[src/rtl/fetch_unit_if.sv]
// Fetch unit bus bundle.
// Groups the instruction-memory req/ack bus, the held-instruction outputs toward the
// control unit and the retire/next-PC inputs from the control unit and datapath.
//   master : the fetch unit (drives imem_req/imem_addr and the held-instruction outputs)
//   slave  : the surroundings (instruction memory, control unit, datapath)
interface fetch_unit_if;
  // Instruction memory request bus
  logic        imem_req;
  logic [31:0] imem_addr;
  logic        imem_ack;
  logic [31:0] imem_data;
  // Held instruction toward the control unit
  logic        inst_valid;
  logic [31:0] inst;
  logic [5:0]  opc;
  logic [5:0]  func;
  logic [31:0] pc;
  logic [31:0] pc_plus4;
  // Retire and next-PC selection
  logic        inst_taken;
  logic        jmp;
  logic        beq;
  logic        bne;
  logic        alu_zero;
  logic        inv_opcode;
  // Status
  logic        halted;
  logic [31:0] retired;

  modport master (
    output imem_req, imem_addr, inst_valid, inst, opc, func, pc, pc_plus4, halted, retired,
    input  imem_ack, imem_data, inst_taken, jmp, beq, bne, alu_zero, inv_opcode
  );

  modport slave (
    input  imem_req, imem_addr, inst_valid, inst, opc, func, pc, pc_plus4, halted, retired,
    output imem_ack, imem_data, inst_taken, jmp, beq, bne, alu_zero, inv_opcode
  );
endinterface

[src/rtl/fetch_unit.sv]
// MIPS32 instruction fetch stage.
// Holds the PC, fetches one instruction per req/ack transaction, presents it with its
// opcode/function fields, and computes the next PC when the datapath retires it.
// An invalid opcode at retire stops fetch until reset.
// Ports:
//   clk  - clock, all state changes on the rising edge
//   rst  - synchronous active-high reset, overrides every other input
//   bus  - fetch_unit_if.master: imem req/addr/ack/data, held instruction outputs
//          (inst_valid, inst, opc, func, pc, pc_plus4), retire controls
//          (inst_taken, jmp, beq, bne, alu_zero, inv_opcode), halted, retired count
module fetch_unit #(
  parameter logic [31:0] RESET_PC = 32'h0040_0000
) (
  input logic          clk,
  input logic          rst,
  fetch_unit_if.master bus
);

  typedef enum logic [1:0] {
    StIdle,
    StFetch,
    StHold,
    StHalt
  } state_e;

  state_e      state_q;
  logic [31:0] pc_q;
  logic [31:0] inst_q;
  logic [31:0] retired_q;
  logic        req_q;
  logic        valid_q;
  logic        halted_q;

  logic [31:0] pc_plus4;
  logic [31:0] branch_off;
  logic        take_branch;
  logic [31:0] next_pc;

  assign pc_plus4    = pc_q + 32'd4;
  assign branch_off  = {{14{inst_q[15]}}, inst_q[15:0], 2'b00};
  assign take_branch = (bus.beq & bus.alu_zero) | (bus.bne & ~bus.alu_zero);

  // Only consumed on a retire in StHold, so garbage on the controls elsewhere is harmless.
  always_comb begin
    next_pc = pc_plus4;
    if (bus.jmp) begin
      next_pc = {pc_plus4[31:28], inst_q[25:0], 2'b00};
    end else if (take_branch) begin
      next_pc = pc_plus4 + branch_off;
    end
  end

  always_ff @(posedge clk) begin
    if (rst) begin
      state_q   <= StIdle;
      pc_q      <= RESET_PC;
      inst_q    <= 32'h0;
      retired_q <= 32'h0;
      req_q     <= 1'b0;
      valid_q   <= 1'b0;
      halted_q  <= 1'b0;
    end else begin
      unique case (state_q)
        StIdle: begin
          state_q <= StFetch;
          req_q   <= 1'b1;
        end
        StFetch: begin
          // Request and address stay put until the memory acks.
          if (bus.imem_ack) begin
            inst_q  <= bus.imem_data;
            req_q   <= 1'b0;
            valid_q <= 1'b1;
            state_q <= StHold;
          end
        end
        StHold: begin
          if (bus.inst_taken) begin
            valid_q <= 1'b0;
            if (bus.inv_opcode) begin
              // pc and retired are frozen for debug.
              halted_q <= 1'b1;
              state_q  <= StHalt;
            end else begin
              pc_q      <= next_pc;
              retired_q <= retired_q + 32'd1;
              req_q     <= 1'b1;
              state_q   <= StFetch;
            end
          end
        end
        StHalt: begin
          state_q <= StHalt;
        end
        default: begin
          state_q <= StIdle;
        end
      endcase
    end
  end

  assign bus.imem_req   = req_q;
  assign bus.imem_addr  = pc_q;
  assign bus.inst_valid = valid_q;
  assign bus.inst       = inst_q;
  assign bus.opc        = inst_q[31:26];
  assign bus.func       = inst_q[5:0];
  assign bus.pc         = pc_q;
  assign bus.pc_plus4   = pc_plus4;
  assign bus.halted     = halted_q;
  assign bus.retired    = retired_q;

endmodule
[src/flat_wrapper.sv]
// flat-port wrapper written by rule: the top's interface ports become plain ports
module fetch_unit_flat 
#(
  parameter logic [31:0] RESET_PC = 32'h0040_0000
)
  (clk, rst, bus_imem_req, bus_imem_addr, bus_inst_valid, bus_inst, bus_opc, bus_func, bus_pc, bus_pc_plus4, bus_halted, bus_retired, bus_imem_ack, bus_imem_data, bus_inst_taken, bus_jmp, bus_beq, bus_bne, bus_alu_zero, bus_inv_opcode);
  fetch_unit_if bus_i ();
  input logic clk;
  input logic rst;
  output wire logic [$bits(bus_i.imem_req)-1:0] bus_imem_req;
  output wire logic [$bits(bus_i.imem_addr)-1:0] bus_imem_addr;
  output wire logic [$bits(bus_i.inst_valid)-1:0] bus_inst_valid;
  output wire logic [$bits(bus_i.inst)-1:0] bus_inst;
  output wire logic [$bits(bus_i.opc)-1:0] bus_opc;
  output wire logic [$bits(bus_i.func)-1:0] bus_func;
  output wire logic [$bits(bus_i.pc)-1:0] bus_pc;
  output wire logic [$bits(bus_i.pc_plus4)-1:0] bus_pc_plus4;
  output wire logic [$bits(bus_i.halted)-1:0] bus_halted;
  output wire logic [$bits(bus_i.retired)-1:0] bus_retired;
  input wire logic [$bits(bus_i.imem_ack)-1:0] bus_imem_ack;
  input wire logic [$bits(bus_i.imem_data)-1:0] bus_imem_data;
  input wire logic [$bits(bus_i.inst_taken)-1:0] bus_inst_taken;
  input wire logic [$bits(bus_i.jmp)-1:0] bus_jmp;
  input wire logic [$bits(bus_i.beq)-1:0] bus_beq;
  input wire logic [$bits(bus_i.bne)-1:0] bus_bne;
  input wire logic [$bits(bus_i.alu_zero)-1:0] bus_alu_zero;
  input wire logic [$bits(bus_i.inv_opcode)-1:0] bus_inv_opcode;
  assign bus_imem_req = bus_i.imem_req;
  assign bus_imem_addr = bus_i.imem_addr;
  assign bus_inst_valid = bus_i.inst_valid;
  assign bus_inst = bus_i.inst;
  assign bus_opc = bus_i.opc;
  assign bus_func = bus_i.func;
  assign bus_pc = bus_i.pc;
  assign bus_pc_plus4 = bus_i.pc_plus4;
  assign bus_halted = bus_i.halted;
  assign bus_retired = bus_i.retired;
  assign bus_i.imem_ack = bus_imem_ack;
  assign bus_i.imem_data = bus_imem_data;
  assign bus_i.inst_taken = bus_inst_taken;
  assign bus_i.jmp = bus_jmp;
  assign bus_i.beq = bus_beq;
  assign bus_i.bne = bus_bne;
  assign bus_i.alu_zero = bus_alu_zero;
  assign bus_i.inv_opcode = bus_inv_opcode;
  fetch_unit #(.RESET_PC(RESET_PC)) u_core (.clk(clk), .rst(rst), .bus(bus_i));
endmodule
[config.mk]
export PLATFORM = sky130hd
export DESIGN_NAME = fetch_unit_flat
export DESIGN_NICKNAME = d
export VERILOG_FILES = /design/src/rtl/fetch_unit_if.sv /design/src/rtl/fetch_unit.sv /design/src/flat_wrapper.sv
export SDC_FILE = /design/constraint.sdc
export NUM_CORES = 1
export LEC_CHECK = 0
export CORE_UTILIZATION = 45
export CTS_BUF_LIST = sky130_fd_sc_hd__clkbuf_4 sky130_fd_sc_hd__clkbuf_8
export DETAILED_ROUTE_END_ITERATION = 6
export PLACE_DENSITY = 0.76
export SLEW_MARGIN = 40
export SYNTH_ARGS = -nofsm -noshare
export SYNTH_HDL_FRONTEND = slang
export SYNTH_SLANG_ARGS = --single-unit
[constraint.sdc]
create_clock -name clk -period 4 [get_ports clk]
set_input_delay 0.8 -clock clk [delete_from_list [all_inputs] [get_ports clk]]
set_output_delay 0.8 -clock clk [all_outputs]
set_load 0.02 [all_outputs]
Word level (Yosys, flattened, before mapping):

Index checks and enable logic that the tools add are counted.

* register bits after elaboration: 101
* input port bits: 41
* output and inout bits: 175
* logic and storage cells: 43

* add/subtract/negate cells: 3
* equal/unequal tests: 6
* multiplexer cells: 13
* bitwise logic cells: 5
* reduce and logical (&&, ||, !) cells: 9

Operator list (number)
* 32-bit two-way mux: 2
* 32-bit by 1-bit adder with 32-bit output, second input constant: 1
* 32-bit by 3-bit adder with 32-bit output, second input constant: 1
* 32-bit adder: 1
* 3-bit AND reduction: 3
* 2-bit one-hot mux with 4 select lines: 1
* 2-bit two-way mux: 3
* 2-bit inequality test, second input constant: 3
* 1-bit two-way mux: 5
* 2-bit == test, second input constant: 2
* 2-bit AND reduction: 2
* 4-bit AND reduction: 1
* 1-bit one-hot mux with 3 select lines: 1
* 3-bit nonzero test: 1
* 1-bit AND: 2
* 2-bit by 1-bit == test with 1-bit output, second input constant: 1
* 2-bit logical NOT: 1
* 1-bit NOT: 2
* 1-bit one-hot mux with 2 select lines: 1
* 2-bit nonzero test: 1
* 1-bit bitwise OR: 1

Longest topological paths before layout:

* word-level depth: 5
* gate-level depth with buffers: 19
* mapped depth without buffers: 18

Worst setup path after synthesis:

No wires, ideal clock.

* path kind: flip-flop to flip-flop
* start: reg u_core.pc_q[7] (netlist: u_core.bus.imem_addr[7])
* end: reg u_core.pc_q[31] (netlist: u_core.bus.imem_addr[31])
* library setup time: 0.123 ns
* arrival: 3.979 ns
* data required time: 3.877 ns
* path slack: -0.102 ns
* cell stages (with the launch flop): 20
* buffers on the path: 1
* clock period less this slack: 4.102 ns
* cell sequence: dfxtp_1 and3_1 and3_2 nand3_2 nor2_2 and2_1 buf_4 nand3_1 xnor2_1 ha_1 o21a_1 nor2_1 a21oi_1 a21oi_1 o211ai_2 o21bai_4 mux2i_1 nand3_1 mux2i_1 mux2_1

* cells in the longest elaborated chain, start to end: 4

RTL lines
* start: declaration: line fetch_unit.sv:27 `logic [31:0] pc_q;`
* start signal: assignment: line fetch_unit.sv:85 `pc_q <= next_pc;`
* 32-bit by 3-bit adder with 32-bit output: line fetch_unit.sv:39 `assign pc_plus4 = pc_q + 32'd4;`
* net bus_pc_plus4[25]: line flat_wrapper.sv:17 `output wire logic [$bits(bus_i.pc_plus4)-1:0] bus_pc_plus4;`
* 32-bit adder: line fetch_unit.sv:49 `next_pc = pc_plus4 + branch_off;`
* 32-bit two-way mux: line fetch_unit.sv:48 `end else if (take_branch) begin`
* 32-bit two-way mux: line fetch_unit.sv:46 `if (bus.jmp) begin`

The timed path passes the listed nets, and every way through them passes these cells.
A chain may end at the register's enable or synchronous reset.

Worst setup path in the final report:

* start: reg u_core.pc_q[8] (netlist: u_core.bus.imem_addr[8])
* end: reg u_core.pc_q[31] (netlist: u_core.bus.imem_addr[31])

* cells in the longest elaborated chain, start to end: 4

RTL lines (line)
* 32-bit by 3-bit adder with 32-bit output *: fetch_unit.sv:39
* 32-bit adder: fetch_unit.sv:49
* 32-bit two-way mux: fetch_unit.sv:48
* 32-bit two-way mux *: fetch_unit.sv:46

Mark *: on every way between the ends. The rest lies on a longest branch, timed or not.

==> run metrics <==
chip height=123.4 um; drt wl/cell=17.03 um; Die Area=0.01523 mm2; vias in the first global route=6141; worst-case reg-to-reg path depth=17; share of post-route cells with drive strength above 1=7.996%; Reg2Reg Setup Slack=0.24 ns; Lkg Pwr=3.532 nW; top post-synthesis cells by area=dfxtp_1, nand2_1, ha_1, a21oi_1, buf_4; hpwl dp=15.66 mm; via count=6711; routed wire length=20.81 mm; site row count=44; mean post-synth cell area=7.696 um2; Synth area leader=dfxtp_1; maximum fanout along the worst path=6; Synth top area share=29.88%; post-synthesis sequential area ratio=29.88%; Final Cell Area=0.008951 mm2; port buffer count=209; Detailed Routing Iterations Pass 1=5; flops & latches, synth=99; Initial Util=45.82%; GRT overflow=0; Place WS=0.09016 ns; initial antenna violation count=0; Multi-input gate area=0.004135 mm2; diodes inserted=0; clk root buf=clkbuf_8; Iter 0 DRT Violations=595; setup ws final=0.2446 ns; reg2reg end=u_core.bus.imem_addr[31]; HP Start=u_core.bus.inst[31]; most numerous cell in the Yosys netlist=nand2_1; CTS sink cnt=99; VDD IR max=0.2110 mV; FILL cells=1314; status=complete, no violations; CTS tree=done; H-tree depth=3; Area growth, synth to finish=34.93%; yosys warns=0; Worst Hold End=u_core.bus.inst[31]; clk buf depth=2; TritonCTS Buffers=9; WS Path Type=reg -> reg; dpl cell area=0.008693 mm2; number of nets in the layout=1112; Reg area=0.001987 mm2; crit end category=register; Clock Skews=0.01756 ns; setup_tns=0 ns; worst-margin pin slew=0.6969 ns; min Tclk post-route=3.755 ns; Hold Path Cell Cnt=2; Top FF cell, synth=dfxtp_1; asr flop ratio synth=0%; global-route wire length before repair=32.40 mm; max_slew headroom=53.05%; max cap viols=0; Routed Antenna Nets=0; Hold Crit Class=reg -> reg; GRT Total Usage=27.78%; fin crit share=93.88%; Die Width=123.4 um; number of flops mapped to enable cells by yosys=0; Worst EP required=4.28 ns; power per cell area=235.1 mW/mm2; Cell variety after synth=71; CP startpoint kind=register; I/O Pins=216; pin count of the biggest net entering global routing=55; cells after synthesis=862; mapped cell area=0.006634 mm2; Clk pin slew, worst setup/hold paths=0.11 ns; GPL Wtd Cong=0.9703; final setup violation count=0; Final Max Tran Viols=0; DRC=0; FMAX=0.2663 GHz; core area=0.01448 mm2; clk_lat worst skew=0.40 ns; vias per inst=5.492; Synth top cells by count=nand2_1, dfxtp_1, a21oi_1, nor2_1, buf_4; Fin. Hold Viols=0; Worst EP arrival=4.04 ns; Worst R2R Start=u_core.bus.imem_addr[8]
flip-flops by register name, summed over array words and instances (netlist names):
register and count:
u_core.bus.imem_addr 30, u_core.bus.imem_req 1, u_core.bus.inst_valid 1, u_core.bus.retired 32, u_core.bus.halted 1, u_core.state_q 2
u_core.bus.inst 32
report_power, final:
part / switching (W) / internal [W]
logic: 0.000203 / 0.000155
registers: 0.0000305 / 0.00101
clock network: 0.000390 / 0.000317
total: 0.000624 / 0.00148
area by class of cell:
class	count	share of cell area, %
multi-input combinational	667	46.20
timing repair buffer	241	26.03
clock inverter	6	0.8387
inverter	15	0.6290
tap	184	2.572
sequential	99	22.20
clock buffer	10	1.538
worst max-delay path by stage:
stage	start	end	slack, ns	cells past startpoint
CTS	u_core.bus.imem_addr[8]	u_core.bus.imem_addr[31]	0.05	18
finish	u_core.bus.imem_addr[8]	u_core.bus.imem_addr[31]	0.24	17
global route	u_core.bus.imem_addr[8]	u_core.bus.imem_addr[31]	-0.007	18
floorplan	u_core.bus.imem_addr[7]	u_core.bus.imem_addr[31]	0.06	18
detailed placement	u_core.bus.imem_addr[3]	u_core.bus.imem_addr[31]	0.09	17
global placement	u_core.bus.imem_addr[3]	u_core.bus.imem_addr[31]	0.18	17
critical path, stage by stage (launching register included):
cell and delay [ns]:
dfxtp_2 0.39, and3_1 0.22, and3_2 0.24, nand3_2 0.16, nor2_4 0.15, nand3_1 0.11, xnor2_1 0.39, ha_1 0.36
and4_2 0.27, nand4_1 0.14, nor2_1 0.08, o211ai_2 0.07, o211ai_2 0.14, o21bai_4 0.15, mux2i_1 0.20, nand3_1 0.10
mux2i_1 0.17, mux2_1 0.33
placed cells by master (no fill, tap or decap), drive strengths merged, types with 4 or more instances in the layout:
| master | count |
|---|---|
| clkdlybuf4s50 | 208 |
| nand2 | 135 |
| dfxtp | 99 |
| a21oi | 88 |
| nor2 | 82 |
| xor2 | 42 |
| o21ai | 41 |
| ha | 37 |
| xnor2 | 35 |
| buf | 33 |
| nand3 | 31 |
| and3 | 20 |
| o211ai | 19 |
| inv | 19 |
| a211oi | 12 |
| nand4 | 11 |
| a21o | 11 |
| clkbuf | 10 |
| nand2b | 9 |
| nor3 | 8 |
| or3 | 7 |
| o21a | 6 |
| conb | 6 |
| and2 | 6 |
| a31oi | 5 |
| nor2b | 4 |
| a211o | 4 |
| mux2i | 4 |
metrics by stage:
step / util (%) / power (W) / instances / hold slack (ns)
after floorplan: - / 0.001265 / 867 / 0.5168
after global placement: 60.04 / 0.001410 / 1204 / 0.4593
after detailed placement: 60.04 / 0.001413 / 1204 / 0.4686
after CTS: 61.51 / 0.002112 / 1220 / 0.4825
after global routing: 61.82 / 0.002189 / 1222 / 0.5047
final: 61.82 / 0.002104 / 1222 / 0.4817
layer usage:
metal  up-vias  GRT usage, %  wire length [um]  share of wire, %
met5         -             0                 0                 0
met4         0         9.488               527               2.5
met3        39         7.980              1807               8.7
met2       261         42.60              9144                44
met1      3116         37.08              9329                45
li1       3295             -                 -                 -
kinds of logic (layout without fill, tap and decap cells):
group | Yosys count | count (layout) | synth area share [%]
mux | 6 | 6 | 0.9430
other cells | 1 | 6 | 0.05653
simple gates | 323 | 323 | 21.95
xor+xnor | 77 | 77 | 10.17
fa+ha+maj | 38 | 38 | 7.280
compound gates | 217 | 217 | 20.84
buf+inv | 101 | 272 | 8.883
flops | 99 | 99 | 29.88
repair_timing:
action,CTS,global route
setup endpoints to repair,0,9
hold buffers,0,0
gates resized for setup,0,13
buffers inserted,0,2
No activity file was read; power rests on OpenSTA's default activity.
